<file path="src/rtl/mmc3_irq_pkg.sv">
// -----------------------------------------------------------------------------
// mmc3_irq_pkg
// Shared constants for the MMC3-compatible scanline IRQ controller.
//   REG_SEL_*      : register select codes forwarded by the mapper decoder
//   DEF_FILTER_CYC : default minimum A12-low run (m2 cycles) before an edge counts
//   DEF_CNT_W      : default scanline counter / latch width
// -----------------------------------------------------------------------------
package mmc3_irq_pkg;

    localparam logic [1:0] REG_SEL_LATCH   = 2'd0;  // $C000
    localparam logic [1:0] REG_SEL_RELOAD  = 2'd1;  // $C001
    localparam logic [1:0] REG_SEL_DISABLE = 2'd2;  // $E000
    localparam logic [1:0] REG_SEL_ENABLE  = 2'd3;  // $E001

    localparam int DEF_FILTER_CYC = 3;
    localparam int DEF_CNT_W      = 8;

    // Width of the A12 low-run counter; holds FILTER_CYCLES up to 15.
    localparam int LOW_CNT_W = 4;

endpackage

</file>
<file path="src/rtl/mmc3_irq_ctrl_a12_edge_filter.sv">
// -----------------------------------------------------------------------------
// a12_edge_filter
// Synchronises raw PPU A12 into the m2 domain and reports qualified rising
// edges: a 0->1 transition that follows at least FILTER_CYCLES consecutive
// synchronised-low cycles. Short low blips (sprite fetch noise) are ignored.
// Ports:
//   m2      : clock (CPU M2)
//   rst_n   : asynchronous active-low reset
//   ppu_a12 : raw A12, asynchronous to m2
//   qedge   : one-cycle qualified edge, consumed on the following m2 edge
//             (the counter update lands 3 m2 cycles after A12 rises at the pin)
// -----------------------------------------------------------------------------
module a12_edge_filter
    import mmc3_irq_pkg::*;
#(
    parameter int FILTER_CYCLES = DEF_FILTER_CYC
) (
    input  logic m2,
    input  logic rst_n,
    input  logic ppu_a12,
    output logic qedge
);

    localparam logic [LOW_CNT_W-1:0] FILT = LOW_CNT_W'(FILTER_CYCLES);

    logic                 sync1_reg;
    logic                 sync2_reg;
    logic                 dly_reg;
    logic [LOW_CNT_W-1:0] low_cnt_reg;

    always_ff @(posedge m2 or negedge rst_n) begin
        if (!rst_n) begin
            sync1_reg   <= 1'b0;
            sync2_reg   <= 1'b0;
            dly_reg     <= 1'b0;
            low_cnt_reg <= '0;
        end else begin
            sync1_reg <= ppu_a12;
            sync2_reg <= sync1_reg;
            dly_reg   <= sync2_reg;
            // Low-run counter saturates so a long low period still qualifies.
            if (sync2_reg) begin
                low_cnt_reg <= '0;
            end else if (low_cnt_reg != FILT) begin
                low_cnt_reg <= low_cnt_reg + 1'b1;
            end
        end
    end

    // low_cnt_reg still holds the length of the low run on the first high
    // cycle; it clears on the clock that consumes this edge.
    assign qedge = sync2_reg && !dly_reg && (low_cnt_reg >= FILT);

endmodule

</file>
<file path="src/rtl/mmc3_irq_ctrl.sv">
// -----------------------------------------------------------------------------
// mmc3_irq_ctrl
// MMC3-compatible scanline IRQ controller: filtered A12 edge counting,
// reload latch, enable/acknowledge and the IRQ output.
// Ports:
//   m2        : clock (CPU M2)
//   rst_n     : asynchronous active-low reset
//   ppu_a12   : raw PPU A12
//   reg_we    : one-cycle write strobe from the mapper register decoder
//   reg_sel   : 0 latch, 1 reload, 2 disable/ack, 3 enable
//   reg_data  : latch write data
//   irq_n     : registered IRQ, 0 = asserted (top level makes it open-drain)
//   irq_count : current counter value for readback
// Build option:
//   MMC3_ALT_IRQ_EN : rev A behaviour -- IRQ only on a decrement to 0 or on a
//                     pending reload of latch 0. Undefined = rev B, IRQ on any
//                     qualified edge leaving the counter at 0.
// -----------------------------------------------------------------------------
module mmc3_irq_ctrl
    import mmc3_irq_pkg::*;
#(
    parameter int FILTER_CYCLES = DEF_FILTER_CYC,
    parameter int CNT_W         = DEF_CNT_W
) (
    input  logic             m2,
    input  logic             rst_n,
    input  logic             ppu_a12,
    input  logic             reg_we,
    input  logic [1:0]       reg_sel,
    input  logic [CNT_W-1:0] reg_data,
    output logic             irq_n,
    output logic [CNT_W-1:0] irq_count
);

    logic qedge;

    a12_edge_filter #(
        .FILTER_CYCLES (FILTER_CYCLES)
    ) u_filter (
        .m2      (m2),
        .rst_n   (rst_n),
        .ppu_a12 (ppu_a12),
        .qedge   (qedge)
    );

    logic [CNT_W-1:0] cnt_reg,   cnt_next;
    logic [CNT_W-1:0] latch_reg, latch_next;
    logic             rp_reg,    rp_next;
    logic             en_reg,    en_next;
    logic             pend_reg,  pend_next;
    logic             irq_n_reg;

    logic             wr_latch, wr_reload, wr_disable, wr_enable;
    logic [CNT_W-1:0] edge_cnt;
    logic             do_reload;
    logic             irq_hit;

    assign wr_latch   = reg_we && (reg_sel == REG_SEL_LATCH);
    assign wr_reload  = reg_we && (reg_sel == REG_SEL_RELOAD);
    assign wr_disable = reg_we && (reg_sel == REG_SEL_DISABLE);
    assign wr_enable  = reg_we && (reg_sel == REG_SEL_ENABLE);

    // Value the counter would take on a qualified edge. A zero count always
    // reloads, so the decrement can never wrap.
    assign do_reload = (cnt_reg == '0) || rp_reg;
    assign edge_cnt  = do_reload ? latch_reg : (cnt_reg - CNT_W'(1));

`ifdef MMC3_ALT_IRQ_EN
    // Rev A: a plain reload of latch 0 from an expired counter stays silent.
    assign irq_hit = (rp_reg && (latch_reg == '0)) ||
                     (!do_reload && (cnt_reg == CNT_W'(1)));
`else
    assign irq_hit = (edge_cnt == '0);
`endif

    always_comb begin
        cnt_next   = cnt_reg;
        latch_next = latch_reg;
        rp_next    = rp_reg;
        en_next    = en_reg;
        pend_next  = pend_reg;

        if (qedge) begin
            cnt_next = edge_cnt;
            if (do_reload) begin
                rp_next = 1'b0;
            end
            // An enable write on this same clock already counts as enabled.
            if (irq_hit && (en_reg || wr_enable)) begin
                pend_next = 1'b1;
            end
        end

        // Register writes come last so they override a coincident edge.
        if (wr_latch) begin
            latch_next = reg_data;
        end
        if (wr_reload) begin
            cnt_next = '0;
            rp_next  = 1'b1;
        end
        if (wr_disable) begin
            en_next   = 1'b0;
            pend_next = 1'b0;
        end
        if (wr_enable) begin
            en_next = 1'b1;
        end
    end

    always_ff @(posedge m2 or negedge rst_n) begin
        if (!rst_n) begin
            cnt_reg   <= '0;
            latch_reg <= '0;
            rp_reg    <= 1'b0;
            en_reg    <= 1'b0;
            pend_reg  <= 1'b0;
            irq_n_reg <= 1'b1;
        end else begin
            cnt_reg   <= cnt_next;
            latch_reg <= latch_next;
            rp_reg    <= rp_next;
            en_reg    <= en_next;
            pend_reg  <= pend_next;
            irq_n_reg <= ~pend_reg;
        end
    end

    assign irq_n     = irq_n_reg;
    assign irq_count = cnt_reg;

endmodule

</file>
<file path="config.mk">
export PLATFORM = sky130hd
export DESIGN_NAME = mmc3_irq_ctrl
export DESIGN_NICKNAME = d
export VERILOG_FILES = /design/src/rtl/mmc3_irq_pkg.sv /design/src/rtl/mmc3_irq_ctrl_a12_edge_filter.sv /design/src/rtl/mmc3_irq_ctrl.sv
export SDC_FILE = /design/constraint.sdc
export NUM_CORES = 1
export LEC_CHECK = 0
export CAP_MARGIN = 20
export CORE_MARGIN = 1
export CORE_UTILIZATION = 56
export DETAILED_ROUTE_END_ITERATION = 16
export HOLD_SLACK_MARGIN = 0.02
export PLACE_DENSITY = 0.88
export SLEW_MARGIN = 20
export SYNTH_ARGS = -nofsm -noshare
export SYNTH_HDL_FRONTEND = slang
export SYNTH_SLANG_ARGS = --single-unit
</file>
<file path="constraint.sdc">
create_clock -name m2 -period 6.27 [get_ports m2]
set_clock_uncertainty 0.05 [all_clocks]
set_input_delay 1.254 -clock m2 [delete_from_list [all_inputs] [get_ports m2]]
set_output_delay 1.254 -clock m2 [all_outputs]
set_load 0.02 [all_outputs]
</file>
==> qor.json <==
{
  "route": {
    "detail_route.drc_violations": 0,
    "drt-pass1-iter-count": 4,
    "ant_nets": 0,
    "drt-initial-drc-count": 22,
    "totalWireLength_um": 3000,
    "avgRoutedWirePerCell_um": 16.7,
    "vias_per_cell": 6.27,
    "detailroute.via_count": 1122
  },
  "critical_path": {
    "cp-end-kind": "output port",
    "cp_cell_sequence": "clkdlybuf4s50_1",
    "cp.buffers_inverters": 1,
    "timing.critical_path.max_delay_family": "buffers and inverters",
    "worst-setup-path-type": "flop to output port",
    "crit_slowest_cell": "clkdlybuf4s50_1",
    "critical_path_arrival_ns": 1.56,
    "timing.critical_path.slowest_cell_delay_ns": 0.67,
    "cp.required_ns": 4.97,
    "critical_path.max_fanout": 8,
    "critical_path.startpoint_type": "flop"
  },
  "synthesis": {
    "synth_edf_count": 0,
    "async_reset_ff_share_pct": 100,
    "synthesis.nets": 145,
    "synthXorXnorAreaFrac_pct": 2.50,
    "synth_compound_gate_area_share_pct": 16.9,
    "synth_area_sq_um": 1400,
    "ys_seq_area_share_pct": 48.3,
    "synth_top_flop_cell": "dfrtp_1",
    "fraction_of_the_mapped_netlist_area_in_adder_cells_pct": 2.68,
    "post_synth_inst_count": 128,
    "simple_gate_share_of_the_synthesized_area_pct": 16.2,
    "ys_types": 44,
    "ys_warnings": 0,
    "yosys-mux-area-fraction_pct": 11.2,
    "synth_top_family_by_area": "compound AO/OA/AOI/OAI gates",
    "synth.ff_latch_count": 27,
    "synthesis.area_per_instance_sq_um": 11.0
  },
  "layout": {
    "final-instance-count-excl-fill": 179,
    "finalInstanceArea_sq_um": 1680,
    "final_core_utilization_pct": 73.6,
    "layout-drive-gt1-share_pct": 15.2,
    "nets": 169,
    "area.growth.synth_to_final_pct": 19.4,
    "n_antenna_cell": 0
  },
  "global_route": {
    "grt.total_usage_pct": 26.9,
    "maximum_number_of_pins_on_one_net_before_global_route_repair": 28,
    "overflow": 0,
    "grt_pass1_wl_um": 5260,
    "via_count_of_the_first_global_routing_pass": 1067,
    "antenna_found_initial": 0
  },
  "clocking": {
    "cts_setup_buffers": 0,
    "tritoncts_clock_tree": "yes",
    "clock_path_buffers": 2,
    "holdBufCountCts": 0,
    "cts_made_buffers": 3,
    "cts.root.buffer_cell": "clkbuf_4",
    "clk_sink_count": 27,
    "clock_tree.htree_level_count": 1,
    "worst_setup_hold_path_clk_slew_ns": 0.15,
    "insertion_delay_ns": 0.33,
    "cts_repair_resize_count": 0
  },
  "floorplanning": {
    "ioPinCount": 23,
    "fp.dieW_um": 52.0,
    "core_region_area_sq_um": 2280,
    "row_count": 17,
    "die_height_um": 52.0,
    "die_area_sq_um": 2710,
    "initial_utilization_pct": 61.6
  },
  "timing": {
    "slew-limit-headroom_pct": 34.2,
    "slew_violations": 0,
    "setup_viol": 0,
    "fmax_mhz": 349,
    "totalNegativeSetupSlack_ns": 0,
    "fin_crit_ns": 2.86,
    "final.period_utilization_pct": 45.6,
    "hold_viol": 0,
    "rsz0062_at_grt": "no",
    "worst_slew_pin_slew_ns": 0.987
  },
  "worst_hold_path": {
    "min_delay_path_class": "flop to flop"
  },
  "placed_design": {
    "dpl.hpwl_um": 2230,
    "place_inst": 175,
    "place.port_buffers": 22,
    "place_congestion": 0.869,
    "placement.cell_area_sq_um": 1640
  },
  "run_status": {
    "run_status": "completed"
  },
  "power": {
    "ir_drop_mv": 0.211,
    "powerDensity_nw_per_um2": 283,
    "cellLeakagePower_uw": 0.000695
  },
  "flow_run": {
    "timing.max_cap.violations": 0
  }
}
cell usage after synthesis, drive strengths merged, types with 3 or more instances:
master	n	share of area (%)
a21o	3	1.6
a21oi	8	3.1
a22oi	3	1.6
dfrtp	26	46
ha	3	2.7
inv	5	1.3
mux2	13	10
nand2	10	2.7
nor2	9	2.4
nor3	5	1.8
nor3b	4	2.5
o21ai	6	2.1
xor2	3	1.9
logic make-up (layout without fill, tap and decap cells):
family          after synthesis  after routing
simple gates                 39             39
compound gates               33             33
flops                        27             27
mux                          14             14
buf+inv                       8             31
xor+xnor                      4              4
fa+ha+maj                     3              3
metrics by stage:
step	power [uW]	setup WS, ns	hold slack [ns]
after detailed placement	397	3.40	0.290
final	473	3.41	0.322
after global routing	499	3.26	0.335
after floorplan	339	3.98	0.281
after global placement	387	3.49	0.283
after CTS	471	3.42	0.322
where the power goes:
| group | switching, uW | internal, uW |
|---|---|---|
| logic | 85.4 | 81.2 |
| registers | 31.9 | 198 |
| clock network | 52.9 | 24.0 |
area by class of cell:
| cell class | count | area [sq um] |
|---|---|---|
| Clock inverter | 1 | 5.00 |
| Multi-Input combinational cell | 93 | 702 |
| Sequential cell | 27 | 677 |
| Clock buffer | 3 | 22.5 |
| Fill cell | 163 | 601 |
| Inverter | 5 | 18.8 |
| Tap cell | 28 | 35.0 |
| Timing Repair Buffer | 22 | 215 |
placed cells by master (no fill, tap or decap), types with 2 or more instances in the layout:
cell	instances
nor3_1	5
mux2_2	10
clkbuf_4	3
o311a_1	2
nand2_1	10
o2111ai_1	2
a21o_1	3
nand3_1	2
clkdlybuf4s50_1	21
dfrtp_1	26
mux2_1	3
ha_1	3
xor2_1	3
o21ai_0	5
a22oi_1	3
inv_1	5
nor2_1	9
nor3b_1	3
a21oi_1	7
routing by layer:
metal,vias to the layer above,track usage [%],wire [um]
met1,545,36.9,1330
met3,7,3.22,142
met2,48,43.8,1480
met4,0,9.46,44
li1,522,-,-
met5,-,0,0
worst paths after layout:
| check | startpoint | end | slack, ns | cells past startpoint |
|---|---|---|---|---|
| max in group asynchronous | rst_n | irq_count[3]$_DFFE_PN0P_ | 4.94 | 1 |
| worst max register to register | irq_count[0]$_DFFE_PN0P_ | pend_reg$_DFFE_PN0P_ | 3.41 | 6 |
| worst min register to register | u_filter.sync1_reg$_DFF_PN0_ | u_filter.sync2_reg$_DFF_PN0_ | 0.32 | 0 |
| worst min-delay path | u_filter.sync1_reg$_DFF_PN0_ | u_filter.sync2_reg$_DFF_PN0_ | 0.32 | 0 |
| worst max-delay path | irq_count[0]$_DFFE_PN0P_ | irq_count[0] | 3.41 | 1 |
| min in group asynchronous | rst_n | irq_count[7]$_DFFE_PN0P_ | 0.84 | 1 |
Power figures use the tool's default switching activity.
